File: config.mk
export PLATFORM = sky130hd
export DESIGN_NAME = q_learning_sequencer_flat
export DESIGN_NICKNAME = d
export VERILOG_FILES = /design/src/rtl/q_learning_sequencer_pkg.sv /design/src/rtl/q_learning_sequencer_if.sv /design/src/rtl/q_learning_sequencer_sat_counter.sv /design/src/rtl/q_learning_sequencer.sv /design/src/flat_wrapper.sv
export SDC_FILE = /design/constraint.sdc
export NUM_CORES = 1
export LEC_CHECK = 0
export CORE_AREA = 2 2 172 174
export CTS_CLUSTER_DIAMETER = 200
export DETAILED_ROUTE_END_ITERATION = 8
export DIE_AREA = 0 0 174 176
export PLACE_DENSITY = 0.7
export SYNTH_ARGS = -nofsm -noshare
export SYNTH_HDL_FRONTEND = slang
export SYNTH_SLANG_ARGS = --single-unit
File: constraint.sdc
create_clock -name clock -period 1.9 [get_ports clock]
set_clock_uncertainty 0.1 [all_clocks]
set_input_delay 0.19 -clock clock [delete_from_list [all_inputs] [get_ports clock]]
set_output_delay 0.19 -clock clock [all_outputs]
set_load 0.05 [all_outputs]
File: src/rtl/q_learning_sequencer_pkg.sv
// rtl/q_learning_sequencer_pkg.sv - shared types, widths and row helper for the Q-learning step sequencer
package q_learning_pkg;

   localparam int Q_W     = 16;
   localparam int N_ACT   = 9;
   localparam int STATE_W = 18;
   localparam int ROW_W   = N_ACT * Q_W;
   localparam logic [3:0] ACT_MAX = 4'd8;

   typedef enum logic [2:0] {
      IDLE  = 3'd0,
      RD_S  = 3'd1,
      RD_NS = 3'd2,
      LOAD  = 3'd3,
      CALC  = 3'd4,
      WB    = 3'd5
   } seq_state_t;

   // Q value of action k inside a packed row (action k at bits [k*Q_W +: Q_W])
   function automatic logic [Q_W-1:0] row_q(input logic [ROW_W-1:0] row, input logic [3:0] k);
      return row[int'(k)*Q_W +: Q_W];
   endfunction

endpackage

File: src/rtl/q_learning_sequencer_if.sv
// rtl/q_learning_sequencer_if.sv - request, Q-table and datapath signals of the step sequencer
interface q_learning_sequencer_if;
   import q_learning_pkg::*;

   logic               req_valid;
   logic               req_ready;
   logic [STATE_W-1:0] req_state;
   logic [STATE_W-1:0] req_next_state;
   logic [3:0]         req_action;
   logic [7:0]         req_reward;

   logic               mem_rd_en;
   logic [STATE_W-1:0] mem_rd_addr;
   logic [ROW_W-1:0]   mem_rd_data;
   logic               mem_wr_en;
   logic [STATE_W-1:0] mem_wr_addr;
   logic [3:0]         mem_wr_action;
   logic [Q_W-1:0]     mem_wr_data;

   logic [ROW_W-1:0]   dp_data;
   logic [3:0]         dp_action;
   logic [7:0]         dp_reward;
   logic [Q_W-1:0]     dp_q_new;

   modport master (
      input  req_valid, req_state, req_next_state, req_action, req_reward,
      input  mem_rd_data, dp_q_new,
      output req_ready,
      output mem_rd_en, mem_rd_addr, mem_wr_en, mem_wr_addr, mem_wr_action, mem_wr_data,
      output dp_data, dp_action, dp_reward
   );

   modport slave (
      output req_valid, req_state, req_next_state, req_action, req_reward,
      output mem_rd_data, dp_q_new,
      input  req_ready,
      input  mem_rd_en, mem_rd_addr, mem_wr_en, mem_wr_addr, mem_wr_action, mem_wr_data,
      input  dp_data, dp_action, dp_reward
   );

endinterface

File: src/rtl/q_learning_sequencer_sat_counter.sv
// rtl/q_learning_sequencer_sat_counter.sv - up counter that sticks at all-ones
module sat_counter #(
   parameter int W = 16
) (
   input  logic         clock,
   input  logic         reset,
   input  logic         inc,
   output logic [W-1:0] count
);

   // count completed events, holding at the maximum instead of wrapping
   always_ff @(posedge clock) begin
      if (reset) begin
         count <= '0;
      end else if (inc && (count != '1)) begin
         count <= count + 1'b1;
      end
   end

endmodule

File: src/rtl/q_learning_sequencer.sv
// rtl/q_learning_sequencer.sv - sequences one Q-learning step: two row reads, datapath feed, write-back
module q_learning_sequencer
   import q_learning_pkg::*;
(
   input  logic                   clock,
   input  logic                   reset,
   q_learning_sequencer_if.master bus,
   output logic                   done,
   output logic                   err,
   output logic                   busy,
   output logic [15:0]            step_count
);

   seq_state_t         state, next_state;
   logic [STATE_W-1:0] lat_s, lat_ns;
   logic               accept, legal;

   assign accept = (state == IDLE) && bus.req_valid;
   assign legal  = (bus.req_action <= ACT_MAX);

   // state register
   always_ff @(posedge clock) begin
      if (reset) begin
         state <= IDLE;
      end else begin
         state <= next_state;
      end
   end

   // next state and per-state strobes/addresses
   always_comb begin
      next_state        = state;
      bus.req_ready     = 1'b0;
      bus.mem_rd_en     = 1'b0;
      bus.mem_rd_addr   = '0;
      bus.mem_wr_en     = 1'b0;
      bus.mem_wr_addr   = '0;
      bus.mem_wr_action = '0;
      done              = 1'b0;
      busy              = 1'b1;
      case (state)
         IDLE: begin
            bus.req_ready = 1'b1;
            busy          = 1'b0;
            if (accept && legal) next_state = RD_S;
         end
         RD_S: begin
            bus.mem_rd_en   = 1'b1;
            bus.mem_rd_addr = lat_s;
            next_state      = RD_NS;
         end
         RD_NS: begin
            bus.mem_rd_en   = 1'b1;
            bus.mem_rd_addr = lat_ns;
            next_state      = LOAD;
         end
         LOAD: next_state = CALC;
         CALC: next_state = WB;
         WB: begin
            bus.mem_wr_en     = 1'b1;
            bus.mem_wr_addr   = lat_s;
            bus.mem_wr_action = bus.dp_action;
            done              = 1'b1;
            next_state        = IDLE;
         end
         default: next_state = IDLE;
      endcase
   end

   // request latch, error pulse, row pipeline into the datapath and Q_new capture
   always_ff @(posedge clock) begin
      if (reset) begin
         lat_s           <= '0;
         lat_ns          <= '0;
         bus.dp_action   <= '0;
         bus.dp_reward   <= '0;
         bus.dp_data     <= '0;
         bus.mem_wr_data <= '0;
         err             <= 1'b0;
      end else begin
         err <= 1'b0;
         if (accept) begin
            if (legal) begin
               lat_s         <= bus.req_state;
               lat_ns        <= bus.req_next_state;
               bus.dp_action <= bus.req_action;
               bus.dp_reward <= bus.req_reward;
            end else begin
               err <= 1'b1;
            end
         end
         // row(s) arrives in RD_NS, row(s') in LOAD; each is shown for one cycle after
         if ((state == RD_NS) || (state == LOAD)) begin
            bus.dp_data <= bus.mem_rd_data;
         end
         if (state == CALC) begin
            bus.mem_wr_data <= bus.dp_q_new;
         end
      end
   end

   sat_counter #(.W(16)) u_step_cnt (
      .clock (clock),
      .reset (reset),
      .inc   (state == WB),
      .count (step_count)
   );

endmodule

File: src/flat_wrapper.sv
// flat-port wrapper written by rule: the top's interface ports become plain ports
module q_learning_sequencer_flat import q_learning_pkg::*;
  (clock, reset, done, err, busy, step_count, bus_req_valid, bus_req_state, bus_req_next_state, bus_req_action, bus_req_reward, bus_mem_rd_data, bus_dp_q_new, bus_req_ready, bus_mem_rd_en, bus_mem_rd_addr, bus_mem_wr_en, bus_mem_wr_addr, bus_mem_wr_action, bus_mem_wr_data, bus_dp_data, bus_dp_action, bus_dp_reward);
  q_learning_sequencer_if bus_i ();
  input  logic clock;
  input  logic reset;
  output logic done;
  output logic err;
  output logic busy;
  output logic [15:0] step_count;
  input wire logic [$bits(bus_i.req_valid)-1:0] bus_req_valid;
  input wire logic [$bits(bus_i.req_state)-1:0] bus_req_state;
  input wire logic [$bits(bus_i.req_next_state)-1:0] bus_req_next_state;
  input wire logic [$bits(bus_i.req_action)-1:0] bus_req_action;
  input wire logic [$bits(bus_i.req_reward)-1:0] bus_req_reward;
  input wire logic [$bits(bus_i.mem_rd_data)-1:0] bus_mem_rd_data;
  input wire logic [$bits(bus_i.dp_q_new)-1:0] bus_dp_q_new;
  output wire logic [$bits(bus_i.req_ready)-1:0] bus_req_ready;
  output wire logic [$bits(bus_i.mem_rd_en)-1:0] bus_mem_rd_en;
  output wire logic [$bits(bus_i.mem_rd_addr)-1:0] bus_mem_rd_addr;
  output wire logic [$bits(bus_i.mem_wr_en)-1:0] bus_mem_wr_en;
  output wire logic [$bits(bus_i.mem_wr_addr)-1:0] bus_mem_wr_addr;
  output wire logic [$bits(bus_i.mem_wr_action)-1:0] bus_mem_wr_action;
  output wire logic [$bits(bus_i.mem_wr_data)-1:0] bus_mem_wr_data;
  output wire logic [$bits(bus_i.dp_data)-1:0] bus_dp_data;
  output wire logic [$bits(bus_i.dp_action)-1:0] bus_dp_action;
  output wire logic [$bits(bus_i.dp_reward)-1:0] bus_dp_reward;
  assign bus_i.req_valid = bus_req_valid;
  assign bus_i.req_state = bus_req_state;
  assign bus_i.req_next_state = bus_req_next_state;
  assign bus_i.req_action = bus_req_action;
  assign bus_i.req_reward = bus_req_reward;
  assign bus_i.mem_rd_data = bus_mem_rd_data;
  assign bus_i.dp_q_new = bus_dp_q_new;
  assign bus_req_ready = bus_i.req_ready;
  assign bus_mem_rd_en = bus_i.mem_rd_en;
  assign bus_mem_rd_addr = bus_i.mem_rd_addr;
  assign bus_mem_wr_en = bus_i.mem_wr_en;
  assign bus_mem_wr_addr = bus_i.mem_wr_addr;
  assign bus_mem_wr_action = bus_i.mem_wr_action;
  assign bus_mem_wr_data = bus_i.mem_wr_data;
  assign bus_dp_data = bus_i.dp_data;
  assign bus_dp_action = bus_i.dp_action;
  assign bus_dp_reward = bus_i.dp_reward;
  q_learning_sequencer u_core (.clock(clock), .reset(reset), .bus(bus_i), .done(done), .err(err), .busy(busy), .step_count(step_count));
endmodule
; ---- Word level (Yosys, flattened, before mapping)
; Cells that the tools add are included.
[totals]
register_bits = 228
input_bits = 211
output_inout_bits = 234
elab_cells = 37
[classes]
n_addsub = 1
magnitude_cmp = 1
eq_ne = 7
n_mux = 10
bitwise = 1
reduce_logical = 8
[ops]
columns = cell, n
row1 = 18-bit case mux with 2 select lines, 1
row2 = 18-bit two-way mux, 1
row3 = 16-bit by 1-bit adder with 16-bit output (second input constant), 1
row4 = 16-bit inequality test (second input constant), 1
row5 = 3-bit case mux with 5 select lines, 1
row6 = 3-bit by 2-bit equality test with 1-bit output (second input constant), 2
row7 = 3-bit equality test (second input constant), 2
row8 = 1-bit two-way mux, 5
row9 = 4-bit less-or-equal comparator (second input constant), 1
row10 = 4-bit two-way mux, 1
row11 = 2-bit OR reduction, 2
row12 = 3-bit by 1-bit equality test with 1-bit output (second input constant), 1
row13 = 1-bit logical AND, 3
row14 = 3-bit logical NOT, 1
row15 = 3-bit two-way mux, 1
row16 = 2-bit inequality test (second input constant), 1
row17 = 2-bit AND reduction, 1
row18 = 1-bit logical OR, 1
row19 = 1-bit inverter, 1

; ---- Longest topological paths before layout
[depth]
ltp_word = 5
depth_mapped = 8
ltp_nobuf = 6

; ---- Hierarchy
; From an unflattened synthesis, not the netlist that was laid out.
[hier_totals]
cells_unflattened = 1054
area_unflattened_um2 = 8740.9
[modules_own_cells]
columns = module, n_inst, cells_per_inst, area_each_um2, seq_area_each_um2
row1 = q_learning_sequencer, 1, 955, 7892.6, 4244.1
row2 = sat_counter, 1, 99, 848.3, 320.3

; ---- Least setup slack after synthesis
; Ideal clock, no wire load.
[synth_timing]
path_type = flip-flop to output port
startpoint = reg u_core.state[2]
endpoint = out bus_mem_wr_action[0]
arrival_time_ns = 2.014
path_slack_ns = -0.404
stages_incl_launch_ff = 7
path_buffers = 3
path_cell_list = dfxtp_1 -> clkbuf_8 -> nand3b_4 -> inv_1 -> buf_2 -> clkbuf_1 -> and2_1
[synth_between]
elab_chain_cells = 2
[synth_lines]
columns = element, line_no
row1 = "start, declared", q_learning_sequencer.sv:14  ; seq_state_t state, next_state;
row2 = "start signal, assigned", q_learning_sequencer.sv:26  ; state <= next_state;
row3 = 3-bit equality test, q_learning_sequencer.sv:41  ; case (state)
row4 = 4-bit two-way mux, q_learning_sequencer.sv:41
row5 = "end, declared", flat_wrapper.sv:23  ; output wire logic [$bits(bus_i.mem_wr_action)-1:0] bus_mem_wr_action;
; Every way passes these cells.

; ---- Worst setup path in the final report
[layout_timing]
startpoint = reg u_core.state[2]
endpoint = out bus_mem_rd_addr[16]
[layout_between]
elab_chain_cells = 2
word_cells_on_any_way = 3
cone_classes = eq/ne (2) / mux (1)
[layout_lines]
columns = element, line_no
row1 = 3-bit by 2-bit equality test with 1-bit output / 3-bit by 1-bit equality test with 1-bit output (equally long branches), q_learning_sequencer.sv:41
row2 = 18-bit case mux with 2 select lines (*), q_learning_sequencer.sv:41
row3 = "end, declared", flat_wrapper.sv:20  ; output wire logic [$bits(bus_i.mem_rd_addr)-1:0] bus_mem_rd_addr;
; Every way passes the cells marked *; elsewhere a longest branch is shown, timed or not.

==> metrics <==
Reg-to-Reg Start=u_core.state[2]; number of nets produced by synthesis=1,285; floorplan core area=0.0285 mm²; worst-skew pair later-pin latency=0.52 ns; kind of start point of the critical path=flop; wire length of the first global-routing pass=46,700 µm; time the worst path needs with I/O delays and setup=2.12 ns; sequential area share after synthesis=53.5%; via count=8,922; Sinks on Clock Net=228; data required time at the worst endpoint=1.61 ns; maximum fanout encountered on the critical timing path=6; synthesis-to-layout area growth=78.0%; number of flops mapped to enable cells by yosys=0; total cell area at the placement stage=0.0139 mm²; outcome=finished with violations; Max-Slew Margin vs Limit=61.6%; Setup TNS Final=-7.61 ns; average routed wire per standard cell=16.2 µm; post-synthesis cell count=1,073; share of flip-flops with an asynchronous set or reset after synthesis=0%; Net count, final=1,728; Syn. warnings=0; total of fill cells in the finished design=2,637; number of maximum-capacitance violations=0; clock transition at the registers of the reported paths=0.06 ns; final period utilization=112%; most used cells in the layout excluding fill and tap cells=419 x sky130_fd_sc_hd__nand2_1, 212 x sky130_fd_sc_hd__dfxtp_1, 209 x sky130_fd_sc_hd__clkdlybuf4s50_1; cell area after synthesis=0.00854 mm²; Via-to-Cell Ratio=4.64; end point of the worst hold path=u_core.bus.dp_reward[2]; power density normalized to cell area=1000 mW/mm²; R2R cell count=8; total gr overflow=0; Hold Fails Final Rpt=0; number of input and output port buffers inserted=444; critical path type=reg2out; CTS tree=done; placed wire-length estimate after detailed placement=21,300 µm; failing checks=negative setup slack; data arrival time of the worst path=1.83 ns; design area=0.0152 mm²; last weighted congestion value of the routability-driven placer=0.855; Post-Place Worst Slack=-0.0721 ns; Worst VDD drop=0.000843 V; total routing usage reported by global routing=18.7%; clock root buffer=sky130_fd_sc_hd__clkbuf_16; width of the die=174 µm; Crit Reg-Reg Endpoint=u_core.bus.dp_data[115]; number of distinct standard cells referenced by the synthesized netlist=45; top flip-flop cell by instance count after synthesis=sky130_fd_sc_hd__dfxtp_1; number of DRC violations after detailed-routing iteration 0=558; maximum number of pins on one net before global-route repair=95; mean area per synthesized cell=7.96 µm²; unrepaired setup endpoints after global routing=true; Worst Tran Pin Value=0.578 ns; Post-Route Utilization=53.2%; num rows=62; most common cell after layout, fill and taps aside=sky130_fd_sc_hd__nand2_1; starting density of the core=29.9%; number of global-route vias before repair=8,570; worst reg2reg setup slack=0.05 ns; final number of max-transition violations=0; number of buffers created by CTS=26; CP endpoint kind=output port; worst hold path class=in2reg; level count of the clock H-tree=1; hold path startpoint=bus_req_reward[2]; Die Footprint=0.0306 mm²; Hold Path Depth=3; wirelength, routed=31,200 µm; number of search-and-repair iterations in the first detailed-routing pass=5; # DRC=0; Die Y=176 µm; static power due to leakage=6.42 nW; ANT nets after route=0; Max Clock Freq=471 MHz; setup-violating endpoint count in the final report=43; antenna violations before repair=1; Final WS setup=-0.221 ns; number of top-level pins=445; maximum clock insertion buffer count=3; flops & latches, synth=228; fraction of final layout cells sized beyond drive strength 1=15.9%
[per-stage QoR]
| step | power, W | instances | hold slack (ns) |
|---|---|---|---|
| after CTS | 0.0152 | 1914 | 0.0822 |
| final | 0.0152 | 1921 | 0.110 |
| after floorplan | 0.00793 | 1073 | 0.226 |
| after detailed placement | 0.00965 | 1850 | 0.346 |
| after global placement | 0.00960 | 1850 | 0.341 |
| after global routing | 0.0158 | 1921 | 0.0909 |
[worst max-delay path by stage]
stage,slack [ns],depth (start not counted),endpoint,startpoint
5_1_grt,-0.29,6,bus_mem_rd_addr[16],u_core.state[2]
3_5_place_dp,-0.07,8,u_core.lat_s[15],bus_req_action[0]
6_report,-0.22,6,bus_mem_rd_addr[16],u_core.state[2]
3_3_place_gp,-0.09,7,u_core.state[0],bus_req_action[0]
4_1_cts,-0.26,6,bus_mem_rd_addr[16],u_core.state[2]
2_1_floorplan,0.002,7,u_core.u_step_cnt.count[11],u_core.u_step_cnt.count[0]
[final cells by class]
| cell class | instances | area [µm²] | area share, % |
|---|---|---|---|
| clock inverter | 10 | 178 | 1.17 |
| inverter | 5 | 26.3 | 0.173 |
| tap | 384 | 480 | 3.16 |
| sequential | 228 | 4590 | 30.2 |
| timing repair buffer | 497 | 5320 | 35.0 |
| antenna | 1 | 2.50 | 0.0165 |
| multi-input combinational | 758 | 3780 | 24.9 |
| clock buffer | 38 | 818 | 5.38 |
[critical path, stage by stage, from the launching register on]
cell,delay (ns)
sky130_fd_sc_hd__dfxtp_2,0.32
sky130_fd_sc_hd__buf_6,0.12
sky130_fd_sc_hd__buf_8,0.11
sky130_fd_sc_hd__nor3b_4,0.25
sky130_fd_sc_hd__buf_6,0.18
sky130_fd_sc_hd__a22o_1,0.19
sky130_fd_sc_hd__buf_12,0.15
[per-layer routing]
layer | wire length, µm | share of wire, % | GRT usage, %
met3 | 2440 | 7.8 | 5.08
met4 | 733 | 2.3 | 5.39
met5 | 0 | 0 | 0
met1 | 12400 | 40 | 22.1
met2 | 15600 | 50 | 33.3
[registers in the layout, indices dropped and copies added, names as in the netlist, 3 cells and up]
name and count:
u_core.bus.mem_wr_data 16, u_core.bus.dp_reward 8, u_core.bus.dp_action 4, u_core.u_step_cnt.count 16, u_core.state 3, u_core.lat_ns 18, u_core.lat_s 18, u_core.bus.dp_data 144
[power breakdown]
group	internal [W]	total [W]	switching [W]
Sequential	0.00520	0.00542	0.000226
Clock	0.00365	0.00565	0.00200
Combinational	0.00146	0.00413	0.00267
[kinds of logic (layout without fill, tap and decap cells)]
family                   Yosys count  count (layout)  synth area share, %
AND/OR/NAND/NOR                  501             501                 24.2
AO/OA/AOI/OAI                    243             243                 15.6
flip-flops                       228             228                 53.5
buffers and inverters             87             550                 5.17
XOR/XNOR                          10              10                 1.03
multiplexers                       3               3                0.366
adder cells (fa/ha/maj)            1               1                0.147
other                              0               1                    0
[synth_stat cells (2+ instances only)]
master / count / share of area [%]
sky130_fd_sc_hd__a211oi_1: 4 / 0.35
sky130_fd_sc_hd__a21oi_1: 212 / 12
sky130_fd_sc_hd__a22o_1: 18 / 1.8
sky130_fd_sc_hd__and2_1: 23 / 1.7
sky130_fd_sc_hd__and2_2: 2 / 0.18
sky130_fd_sc_hd__and3_1: 6 / 0.44
sky130_fd_sc_hd__and4_4: 2 / 0.26
sky130_fd_sc_hd__buf_1: 3 / 0.13
sky130_fd_sc_hd__buf_2: 14 / 0.82
sky130_fd_sc_hd__buf_4: 11 / 0.97
sky130_fd_sc_hd__buf_6: 3 / 0.40
sky130_fd_sc_hd__clkbuf_1: 47 / 2.1
sky130_fd_sc_hd__clkbuf_8: 3 / 0.48
sky130_fd_sc_hd__dfxtp_1: 228 / 53
sky130_fd_sc_hd__inv_1: 5 / 0.22
sky130_fd_sc_hd__mux2i_1: 2 / 0.23
sky130_fd_sc_hd__nand2_1: 421 / 19
sky130_fd_sc_hd__nand3_1: 5 / 0.29
sky130_fd_sc_hd__nand4_1: 5 / 0.37
sky130_fd_sc_hd__nor2_1: 21 / 0.92
sky130_fd_sc_hd__nor2b_1: 2 / 0.15
sky130_fd_sc_hd__nor3_1: 4 / 0.23
sky130_fd_sc_hd__o2111ai_1: 2 / 0.21
sky130_fd_sc_hd__xnor2_1: 8 / 0.82
sky130_fd_sc_hd__xor2_1: 2 / 0.21
[repair_timing]
item	CTS	global route
gates resized for setup	229	19
hold buffers	1	0
buffers inserted	12	3
endpoints found under the hold margin	40	0
endpoints found under the setup margin	216	72
cloned	3	3
pin swaps	10	5
Note: power is estimated with default switching activity, not from simulation.
